==> config.mk <==
export PLATFORM = sky130hd
export DESIGN_NAME = alu_pipe
export DESIGN_NICKNAME = d
export VERILOG_FILES = /design/src/rtl/alu_pipe_pkg.sv /design/src/rtl/alu_pipe_div_seq.sv /design/src/rtl/alu_pipe.sv
export SDC_FILE = /design/constraint.sdc
export NUM_CORES = 1
export LEC_CHECK = 0
export ABC_AREA = 1
export ABC_CLOCK_PERIOD_IN_PS = 5300
export CAP_MARGIN = 30
export CORE_ASPECT_RATIO = 1.25
export CORE_MARGIN = 1.5
export CORE_UTILIZATION = 63
export CTS_CLUSTER_SIZE = 40
export DETAILED_ROUTE_END_ITERATION = 7
export HOLD_SLACK_MARGIN = 0.05
export PLACE_DENSITY_LB_ADDON = 0.12
export SYNTH_ARGS = -nofsm -noshare
export SYNTH_HDL_FRONTEND = slang
export SYNTH_HIERARCHICAL = 1
export SYNTH_SLANG_ARGS = --single-unit
==> constraint.sdc <==
create_clock -name clk -period 5.3 [get_ports clk]
set_input_delay 0.795 -clock clk [delete_from_list [all_inputs] [get_ports clk]]
set_output_delay 0.795 -clock clk [all_outputs]
set_load 0.03 [all_outputs]
==> src/rtl/alu_pipe_pkg.sv <==
// Shared types for the handshaked ALU: operation codes, sequencing states
// and the condition-register field layout.
package alu_pipe_pkg;

    localparam int OP_W = 5;
    localparam int CR_W = 4;

    typedef enum logic [OP_W-1:0] {
        ADD    = 5'd0,
        SUB    = 5'd1,
        NEG    = 5'd2,
        CMP    = 5'd3,
        CMPL   = 5'd4,
        AND    = 5'd5,
        OR     = 5'd6,
        XOR    = 5'd7,
        NAND   = 5'd8,
        NOR    = 5'd9,
        EQV    = 5'd10,
        ANDC   = 5'd11,
        ORC    = 5'd12,
        POPCNT = 5'd13,
        PRTY   = 5'd14,
        CNTLZ  = 5'd15,
        DIVW   = 5'd16,
        DIVWU  = 5'd17
    } Alu_pipe_op;

    typedef enum logic [1:0] {
        IDLE,
        DIV_SETUP,
        DIV_ITER,
        DIV_DONE
    } Alu_pipe_state;

    typedef struct packed {
        logic lt;
        logic gt;
        logic eq;
        logic so;
    } Cr_field;

    function automatic logic is_div_op(input logic [OP_W-1:0] op);
        return (op == DIVW) || (op == DIVWU);
    endfunction

endpackage

==> src/rtl/alu_pipe_div_seq.sv <==
// Restoring word divider, one quotient bit per cycle. The parent sequences it
// through capture (start), magnitude setup and WIDTH iteration cycles.
module div_seq
    import alu_pipe_pkg::*;
#(
    parameter int WIDTH = 32
) (
    input  logic             clk,
    input  logic             start_i,
    input  logic             setup_i,
    input  logic             iter_i,
    input  logic             sgn_i,
    input  logic [WIDTH-1:0] a_i,
    input  logic [WIDTH-1:0] b_i,
    output logic             done_o,
    output logic [WIDTH-1:0] quo_o,
    output logic             exc_o
);

    localparam int CW = $clog2(WIDTH);

    logic [WIDTH-1:0] a_q, a_d, b_q, b_d;
    logic [WIDTH-1:0] dvs_q, dvs_d, quo_q, quo_d, rem_q, rem_d;
    logic [CW-1:0]    cnt_q, cnt_d;
    logic             sgn_q, sgn_d, neg_q, neg_d, exc_q, exc_d;
    logic [WIDTH:0]   shifted, diff;

    function automatic logic [WIDTH-1:0] mag(input logic [WIDTH-1:0] v, input logic sgn);
        return (sgn & v[WIDTH-1]) ? (~v + 1'b1) : v;
    endfunction

    assign shifted = {rem_q, quo_q[WIDTH-1]};
    assign diff    = shifted - {1'b0, dvs_q};

    always_comb begin
        a_d   = a_q;
        b_d   = b_q;
        sgn_d = sgn_q;
        dvs_d = dvs_q;
        quo_d = quo_q;
        rem_d = rem_q;
        cnt_d = cnt_q;
        neg_d = neg_q;
        exc_d = exc_q;
        if (start_i) begin
            a_d   = a_i;
            b_d   = b_i;
            sgn_d = sgn_i;
        end
        if (setup_i) begin
            rem_d = '0;
            quo_d = mag(a_q, sgn_q);
            dvs_d = mag(b_q, sgn_q);
            neg_d = sgn_q & (a_q[WIDTH-1] ^ b_q[WIDTH-1]);
            // MIN / -1 overflows the signed range, so it is flagged with divide-by-zero
            exc_d = (b_q == '0) |
                    (sgn_q & (a_q == {1'b1, {(WIDTH-1){1'b0}}}) & (&b_q));
            cnt_d = CW'(WIDTH - 1);
        end
        if (iter_i) begin
            cnt_d = cnt_q - 1'b1;
            if (!diff[WIDTH]) begin
                rem_d = diff[WIDTH-1:0];
                quo_d = {quo_q[WIDTH-2:0], 1'b1};
            end else begin
                rem_d = shifted[WIDTH-1:0];
                quo_d = {quo_q[WIDTH-2:0], 1'b0};
            end
        end
    end

    always_ff @(posedge clk) begin
        a_q   <= a_d;
        b_q   <= b_d;
        sgn_q <= sgn_d;
        dvs_q <= dvs_d;
        quo_q <= quo_d;
        rem_q <= rem_d;
        cnt_q <= cnt_d;
        neg_q <= neg_d;
        exc_q <= exc_d;
    end

    assign done_o = iter_i & (cnt_q == '0);
    assign exc_o  = exc_q;
    assign quo_o  = exc_q ? '0 : (neg_q ? (~quo_q + 1'b1) : quo_q);

endmodule

==> src/rtl/alu_pipe.sv <==
// Handshaked integer ALU: single-cycle ops land in the output register at the
// accept edge; word divides run through the iterative divider first.
module alu_pipe
    import alu_pipe_pkg::*;
#(
    parameter int WIDTH = 32,
    parameter int TAG_W = 4
) (
    input  logic             clk,
    input  logic             reset,
    input  logic             flush,
    input  logic             in_valid,
    output logic             in_ready,
    input  logic [OP_W-1:0]  in_op,
    input  logic [WIDTH-1:0] in_a,
    input  logic [WIDTH-1:0] in_b,
    input  logic             in_cin,
    input  logic [TAG_W-1:0] in_tag,
    output logic             out_valid,
    input  logic             out_ready,
    output logic [WIDTH-1:0] out_res,
    output logic             out_cout,
    output logic             out_ov,
    output logic [CR_W-1:0]  out_cr,
    output logic [TAG_W-1:0] out_tag
);

    Alu_pipe_state    state_q, state_d;
    Alu_pipe_op       op;
    logic             accept, is_div, load_single, load_div;
    logic             div_start, div_setup, div_iter, div_done, div_exc;
    logic [WIDTH-1:0] div_quo;

    logic [WIDTH-1:0] add_x, add_y;
    logic             add_c;
    logic [WIDTH:0]   add_sum;
    logic signed [WIDTH-1:0] a_s, b_s;
    logic [WIDTH-1:0] alu_res;
    logic             alu_cout, is_cmp;
    Cr_field          alu_cr;

    logic             valid_q, valid_d, cout_q, cout_d, ov_q, ov_d;
    logic [WIDTH-1:0] res_q, res_d;
    Cr_field          cr_q, cr_d;
    logic [TAG_W-1:0] tag_q, tag_d, div_tag_q, div_tag_d;

    function automatic Cr_field cr_of(input logic [WIDTH-1:0] r, input logic so);
        Cr_field c;
        c.lt = r[WIDTH-1];
        c.gt = ~r[WIDTH-1] & (|r);
        c.eq = ~(|r);
        c.so = so;
        return c;
    endfunction

    function automatic logic [WIDTH-1:0] popcnt_bytes(input logic [WIDTH-1:0] v);
        logic [WIDTH-1:0] r;
        logic [7:0]       c;
        r = '0;
        for (int j = 0; j < WIDTH/8; j++) begin
            c = '0;
            for (int k = 0; k < 8; k++) c = c + {7'b0, v[8*j+k]};
            r[8*j +: 8] = c;
        end
        return r;
    endfunction

    function automatic logic [WIDTH-1:0] byte_parity(input logic [WIDTH-1:0] v);
        logic [WIDTH-1:0] r;
        logic             p;
        p = 1'b0;
        for (int j = 0; j < WIDTH/8; j++) p = p ^ v[8*j];
        r    = '0;
        r[0] = p;
        return r;
    endfunction

    function automatic logic [WIDTH-1:0] count_lz(input logic [WIDTH-1:0] v);
        logic [WIDTH-1:0] r;
        logic             found;
        r     = '0;
        found = 1'b0;
        for (int i = WIDTH-1; i >= 0; i--) begin
            if (!found) begin
                if (v[i]) found = 1'b1;
                else      r = r + 1'b1;
            end
        end
        return r;
    endfunction

    assign op  = Alu_pipe_op'(in_op);
    assign a_s = in_a;
    assign b_s = in_b;

    // One shared adder serves ADD, SUB (a + ~b + 1) and NEG (~a + 1)
    always_comb begin
        add_x = in_a;
        add_y = in_b;
        add_c = in_cin;
        case (op)
            SUB: begin
                add_y = ~in_b;
                add_c = 1'b1;
            end
            NEG: begin
                add_x = ~in_a;
                add_y = '0;
                add_c = 1'b1;
            end
            default: ;
        endcase
    end

    assign add_sum = {1'b0, add_x} + {1'b0, add_y} + {{WIDTH{1'b0}}, add_c};

    always_comb begin
        alu_res   = add_sum[WIDTH-1:0];
        alu_cout  = add_sum[WIDTH];
        is_cmp    = 1'b0;
        alu_cr    = '0;
        case (op)
            CMP: begin
                is_cmp    = 1'b1;
                alu_res   = '0;
                alu_cout  = 1'b0;
                alu_cr.lt = a_s < b_s;
                alu_cr.gt = a_s > b_s;
                alu_cr.eq = in_a == in_b;
            end
            CMPL: begin
                is_cmp    = 1'b1;
                alu_res   = '0;
                alu_cout  = 1'b0;
                alu_cr.lt = in_a < in_b;
                alu_cr.gt = in_a > in_b;
                alu_cr.eq = in_a == in_b;
            end
            AND:    begin alu_res = in_a & in_b;          alu_cout = 1'b0; end
            OR:     begin alu_res = in_a | in_b;          alu_cout = 1'b0; end
            XOR:    begin alu_res = in_a ^ in_b;          alu_cout = 1'b0; end
            NAND:   begin alu_res = ~(in_a & in_b);       alu_cout = 1'b0; end
            NOR:    begin alu_res = ~(in_a | in_b);       alu_cout = 1'b0; end
            EQV:    begin alu_res = ~(in_a ^ in_b);       alu_cout = 1'b0; end
            ANDC:   begin alu_res = in_a & ~in_b;         alu_cout = 1'b0; end
            ORC:    begin alu_res = in_a | ~in_b;         alu_cout = 1'b0; end
            POPCNT: begin alu_res = popcnt_bytes(in_a);   alu_cout = 1'b0; end
            PRTY:   begin alu_res = byte_parity(in_a);    alu_cout = 1'b0; end
            CNTLZ:  begin alu_res = count_lz(in_a);       alu_cout = 1'b0; end
            default: ;
        endcase
        if (!is_cmp) alu_cr = cr_of(alu_res, 1'b0);
    end

    always_ff @(posedge clk or negedge reset) begin
        if (!reset) state_q <= IDLE;
        else        state_q <= state_d;
    end

    always_comb begin
        state_d = state_q;
        if (flush) begin
            state_d = IDLE;
        end else begin
            case (state_q)
                IDLE:      if (div_start) state_d = DIV_SETUP;
                DIV_SETUP: state_d = DIV_ITER;
                DIV_ITER:  if (div_done) state_d = DIV_DONE;
                DIV_DONE:  if (load_div) state_d = IDLE;
                default:   state_d = IDLE;
            endcase
        end
    end

    always_comb begin
        in_ready    = (state_q == IDLE) & ~flush & (~valid_q | out_ready);
        accept      = in_valid & in_ready;
        is_div      = is_div_op(in_op);
        div_start   = accept & is_div;
        load_single = accept & ~is_div;
        div_setup   = (state_q == DIV_SETUP);
        div_iter    = (state_q == DIV_ITER);
        // The quotient waits in DIV_DONE rather than overwrite a result still held
        load_div    = (state_q == DIV_DONE) & ~flush & (~valid_q | out_ready);
    end

    div_seq #(.WIDTH(WIDTH)) u_div (
        .clk     (clk),
        .start_i (div_start),
        .setup_i (div_setup),
        .iter_i  (div_iter),
        .sgn_i   (in_op == DIVW),
        .a_i     (in_a),
        .b_i     (in_b),
        .done_o  (div_done),
        .quo_o   (div_quo),
        .exc_o   (div_exc)
    );

    always_comb begin
        valid_d   = valid_q;
        res_d     = res_q;
        cout_d    = cout_q;
        ov_d      = ov_q;
        cr_d      = cr_q;
        tag_d     = tag_q;
        div_tag_d = div_tag_q;
        if (div_start) div_tag_d = in_tag;
        if (flush) begin
            valid_d = 1'b0;
        end else if (load_single) begin
            valid_d = 1'b1;
            res_d   = alu_res;
            cout_d  = alu_cout;
            ov_d    = 1'b0;
            cr_d    = alu_cr;
            tag_d   = in_tag;
        end else if (load_div) begin
            valid_d = 1'b1;
            res_d   = div_quo;
            cout_d  = 1'b0;
            ov_d    = div_exc;
            cr_d    = cr_of(div_quo, div_exc);
            tag_d   = div_tag_q;
        end else if (out_ready) begin
            valid_d = 1'b0;
        end
    end

    always_ff @(posedge clk or negedge reset) begin
        if (!reset) begin
            valid_q <= 1'b0;
            res_q   <= '0;
            cout_q  <= 1'b0;
            ov_q    <= 1'b0;
            cr_q    <= '0;
            tag_q   <= '0;
        end else begin
            valid_q <= valid_d;
            res_q   <= res_d;
            cout_q  <= cout_d;
            ov_q    <= ov_d;
            cr_q    <= cr_d;
            tag_q   <= tag_d;
        end
    end

    always_ff @(posedge clk) div_tag_q <= div_tag_d;

    assign out_valid = valid_q;
    assign out_res   = res_q;
    assign out_cout  = cout_q;
    assign out_ov    = ov_q;
    assign out_cr    = cr_q;
    assign out_tag   = tag_q;

endmodule

==> results.json, run 1 <==
{
  "netlist_instances": 3697,
  "outcome": "did not finish",
  "die_h_um": 224,
  "grt_max_degree": 70,
  "dp_hpwl_mm": 69.2,
  "clkSinkCount": 216,
  "io_buffers": 122,
  "lastStage": "global routing",
  "rows": 80,
  "synth_area_sq_um": 24700,
  "endpoint_type": "register data pin",
  "postGrtWorstEndpoint": "out_cr[2]$_DFFE_PN0P_/D",
  "num_io_pins": 123,
  "grt_usage": 0.776,
  "cts-root-buf": "clkbuf_16",
  "cts_buffer_depth": 3,
  "syn_nets": 4038,
  "async_reset_ff_frac": 0.204,
  "yosysUniqueCellTypes": 65,
  "ys_warn_count": 6,
  "ys_seq_area_frac": 0.254,
  "synth_ff_type": "edfxtp_1",
  "ys_seq_elements": 216,
  "synth_edf_count": 172,
  "dieWidth_um": 180,
  "htree_levels": 1,
  "avgSynthCellArea_sq_um": 6.68,
  "error": "[ERROR GRT-0232] Routing congestion too high. Check the congestion heatmap in the GUI.",
  "start_util": 0.643,
  "hold_buffers": 0,
  "cts_buffers": 21,
  "grt_overflow_total": 108,
  "place_congestion": 1.07
}
==> per-layer routing <==
metal,global-route usage,overflow
met1,0.754,11
met2,0.943,52
met3,0.636,5
met4,0.782,39
met5,0.421,1
==> per-stage QoR <==
step / instances / util / TNS (ns) / setup WS, ns / cell area (sq um)
CTS: 4783 / 0.818 / -119.86 / -10.64 / 31400
detailed placement: 4657 / 0.769 / -153.60 / -12.10 / 29600
global placement: 4657 / 0.769 / -142.92 / -11.46 / 29600
floorplan: 3697 / - / -111.07 / -10.36 / 24900
==> cells by family after synthesis <==
logic type / after synthesis / synth area share
mux: 1 / 0.000405
flops: 216 / 0.254
fa+ha+maj: 262 / 0.138
xor+xnor: 116 / 0.0414
compound gates: 564 / 0.132
simple gates: 1836 / 0.324
buf+inv: 702 / 0.110
==> timing repair <==
| action | CTS |
|---|---|
| setup buffers | 90 |
| resized for setup | 166 |
| setup endpoints to repair | 25 |
| pin swaps | 71 |
==> synthesized netlist by cell type, types with 9 or more instances <==
cell / instances / area (sq um)
a211oi_1: 15 / 113
a21oi_1: 141 / 706
a221oi_1: 16 / 140
a31oi_1: 10 / 62.6
buf_1: 14 / 52.6
clkbuf_1: 55 / 206
dfrtp_1: 44 / 1100
edfxtp_1: 172 / 5160
fa_1: 19 / 380
ha_1: 243 / 3040
inv_1: 580 / 2180
inv_2: 31 / 116
nand2_1: 934 / 3510
nand2_2: 17 / 106
nand3_1: 222 / 1110
nand3_2: 10 / 100
nand3b_1: 17 / 128
nand4_1: 53 / 332
nor2_1: 442 / 1660
nor2_4: 20 / 225
nor3_1: 46 / 230
nor4_1: 18 / 113
o2111ai_1: 11 / 96.3
o211ai_1: 13 / 97.6
o21ai_0: 245 / 1230
o21ai_1: 16 / 80.1
o21bai_1: 9 / 67.6
o221ai_1: 10 / 87.6
o22ai_1: 33 / 206
or2_2: 14 / 87.6
xnor2_1: 14 / 123
xor2_1: 101 / 885
==> inputs of run 2 (changes only) <==
Settings changed: CORE_ASPECT_RATIO 1.25 to unset, CORE_UTILIZATION 63 to 40, CTS_CLUSTER_SIZE 40 to unset, HOLD_SLACK_MARGIN 0.05 to unset, PLACE_DENSITY_LB_ADDON 0.12 to 0.15.
==> run 2 against run 1 <==
Against the previous run: the flow now finishes, with violations (negative setup slack); synthesized cell count unchanged; synthesized area did not move.
==> results.json, run 2 <==
{
  "synth_area_sq_um": 24700,
  "post_drt_wl_per_cell_um": 17.5,
  "start_util": 0.407,
  "rows": 90,
  "setup.worst_path.class": "in2reg",
  "clock.fmax_ghz": 0.0654,
  "critical_path_arrival_ns": 15.72,
  "cp.required_ns": 5.72,
  "critPathCaptureType": "flip-flop",
  "finalClockSkew_ns": 0.0170,
  "placed_cells": 4980,
  "place_congestion": 0.945,
  "grt_overflow_total": 0,
  "yosys.area.top_type": "edfxtp_1",
  "synthMuxAreaShare": 0.000405,
  "clock_latency_ns": 0.53,
  "antenna_found_initial": 3,
  "first_pass_iters": 6,
  "cts_tree": "yes",
  "cts-root-buf": "clkbuf_16",
  "yosys.area_share.xor_xnor": 0.0414,
  "ys_seq_elements": 216,
  "hold_buffers": 0,
  "dieWidth_um": 252,
  "dieArea_sq_um": 63300,
  "clk_pin_slew_ns": 0.06,
  "ys_seq_area_frac": 0.254,
  "layout-drive-gt1-share": 0.224,
  "antennaDiodeCount": 0,
  "combPwrFrac": 0.583,
  "grt_usage": 0.276,
  "via_count": 26308,
  "path_max_fanout": 4,
  "clockPowerShare": 0.149,
  "drv_slew": 0,
  "yosysUniqueCellTypes": 65,
  "worst_path_most_repeated_cell": "ha_4",
  "synthAdderAreaFrac": 0.138,
  "antenna_left": 0,
  "final_common_cell": "nand2_1",
  "core_area_sq_um": 60700,
  "fin_crit_sh": 2.89,
  "drtIter0Drc": 1831,
  "grt_pass1_wl_mm": 138,
  "p_switching_w": 0.00503,
  "cts_buffers": 23,
  "async_reset_ff_frac": 0.204,
  "htree_levels": 1,
  "ys_warn_count": 6,
  "yosysMostFrequentCell": "nand2_1",
  "grt_max_degree": 60,
  "setup_viol": 16,
  "worst_slew_pin_slew_ns": 1.03,
  "viasPerCell": 5.12,
  "num_io_pins": 123,
  "outcome": "finished, violations left",
  "synth_compound_area_frac": 0.132,
  "hold_path.class": "in2async",
  "slew-limit-headroom": 0.312,
  "grt_pass1_vias": 25083,
  "start_kind": "input pin",
  "synth_edf_count": 172,
  "avgSynthCellArea_sq_um": 6.68,
  "cap_viol_max_count": 0,
  "period_minus_slack_ns": 15.30,
  "io_buffers": 122,
  "p_per_area_nw_per_um2": 320,
  "cts_buffer_depth": 3,
  "internal_power_w": 0.00559,
  "seqPwrFrac": 0.268,
  "syn_nets": 4038,
  "die_h_um": 252,
  "ir_drop_mv": 0.219,
  "switching_share": 0.473,
  "critPathSlowestCell": "ha_1",
  "instances_no_fill": 5136,
  "drc": 0,
  "synth_top_area_frac": 0.209,
  "final_cell_mix": "nand2_1 (878), inv_1 (554), buf_4 (526)",
  "synth_area_leaders": "edfxtp_1 (21%), nand2_1 (14%), ha_1 (12%), inv_1 (8.8%), nor2_1 (6.7%)",
  "synthSimpleGateAreaFrac": 0.324,
  "timing_hold_violations_final": 0,
  "grt_setup_unrepaired": "true",
  "synth_top_family_by_area": "simple AND/OR/NAND/NOR gates",
  "clkSinkCount": 216,
  "timing.final.ws_setup_ns": -10.00,
  "netlist_instances": 3697,
  "wirelength_mm": 89.9,
  "leakagePower_nw": 16.2,
  "violations": "negative setup slack",
  "area_growth_pct": 34.4,
  "netlist_top_cells_count": "nand2_1 (934), inv_1 (580), nor2_1 (442)",
  "critPathMaxStageDelay_ns": 0.28,
  "synth_ff_type": "edfxtp_1",
  "pre_cts_ws_ns": -11.85,
  "dp_hpwl_mm": 70.8,
  "nets": 4680
}
[run 2: cell counts after synthesis]
Identical to the previous run, type by type.
[run 2: critical path, delay by kind of cell]
family                     cells  cell delay, ns
muxes                          1            0.17
buffers and inverters         21            1.33
adders and majority gates     30            7.08
and+or+nand+nor               56            5.13
AOI/OAI and AO/OA             11            1.13
[run 2: path summary, 6_finish.rpt]
kind	slack, ns	cells past startpoint	startpoint	end
setup / recovery	-10.00	119	in_a[30]	out_cr[2]
hold / removal	0.14	1	reset	out_valid
setup reg to reg	1.61	16	u_div/quo_q[0]	out_cr[2]
hold reg to reg	0.47	2	out_res[9]	out_res[9]
max in group asynchronous	4.67	2	reset	out_res[29]
min in group clk	0.47	2	out_res[9]	out_res[9]
[run 2: kinds of logic (layout without fill, tap and decap cells)]
| kind of cell | count (synthesis) | after routing |
|---|---|---|
| flops | 216 | 216 |
| mux | 1 | 1 |
| buf+inv | 702 | 1359 |
| xor+xnor | 116 | 116 |
| fa+ha+maj | 262 | 262 |
| simple gates | 1836 | 1836 |
| compound gates | 564 | 564 |
[run 2: cell type report]
class                   count  area [sq um]
fillers                  5867         27500
clock buffers              26           587
multi-input cells        2779         17100
clock inverters            14           128
flip-flops and latches    216          6270
inverters                 620          2360
repair buffers            699          5790
well taps                 782           978
[run 2: per-layer routing]
layer	wire, um	GRT usage	up-vias	part of all wire
met2	42000	0.468	729	0.47
li1	-	-	13318	-
met3	4780	0.0285	166	0.053
met1	39800	0.366	12091	0.44
met5	27	0	-	0.00030
met4	3400	0.0900	4	0.038
[run 2: timing repair]
item                                    CTS  global route
endpoints found under the setup margin   26            24
pin swaps                                76           186
resized for setup                       179           220
buffers inserted                        104            56
[run 2: per-stage QoR]
stage	setup TNS (ns)	power, W	cell area (sq um)	hold WS [ns]	util
5_1_grt	-126.08	0.0114	33200	0.164	0.547
3_5_place_dp	-151.28	0.00866	30200	0.470	0.498
4_1_cts	-119.65	0.0105	32200	0.149	0.530
2_1_floorplan	-111.07	0.00667	24900	0.457	-
3_3_place_gp	-146.78	0.00862	30200	0.465	0.497
6_report	-114.49	0.0106	33200	0.142	0.547
[run 2: power groups by stage]
stage                     registers [W]  clock network [W]  logic (W)
after floorplan                 0.00302                  0    0.00366
after global placement          0.00286                  0    0.00576
after detailed placement        0.00287                  0    0.00578
after CTS                       0.00284            0.00161    0.00603
after global routing            0.00291            0.00166    0.00686
final                           0.00285            0.00158    0.00620
Power figures use the tool's default switching activity.
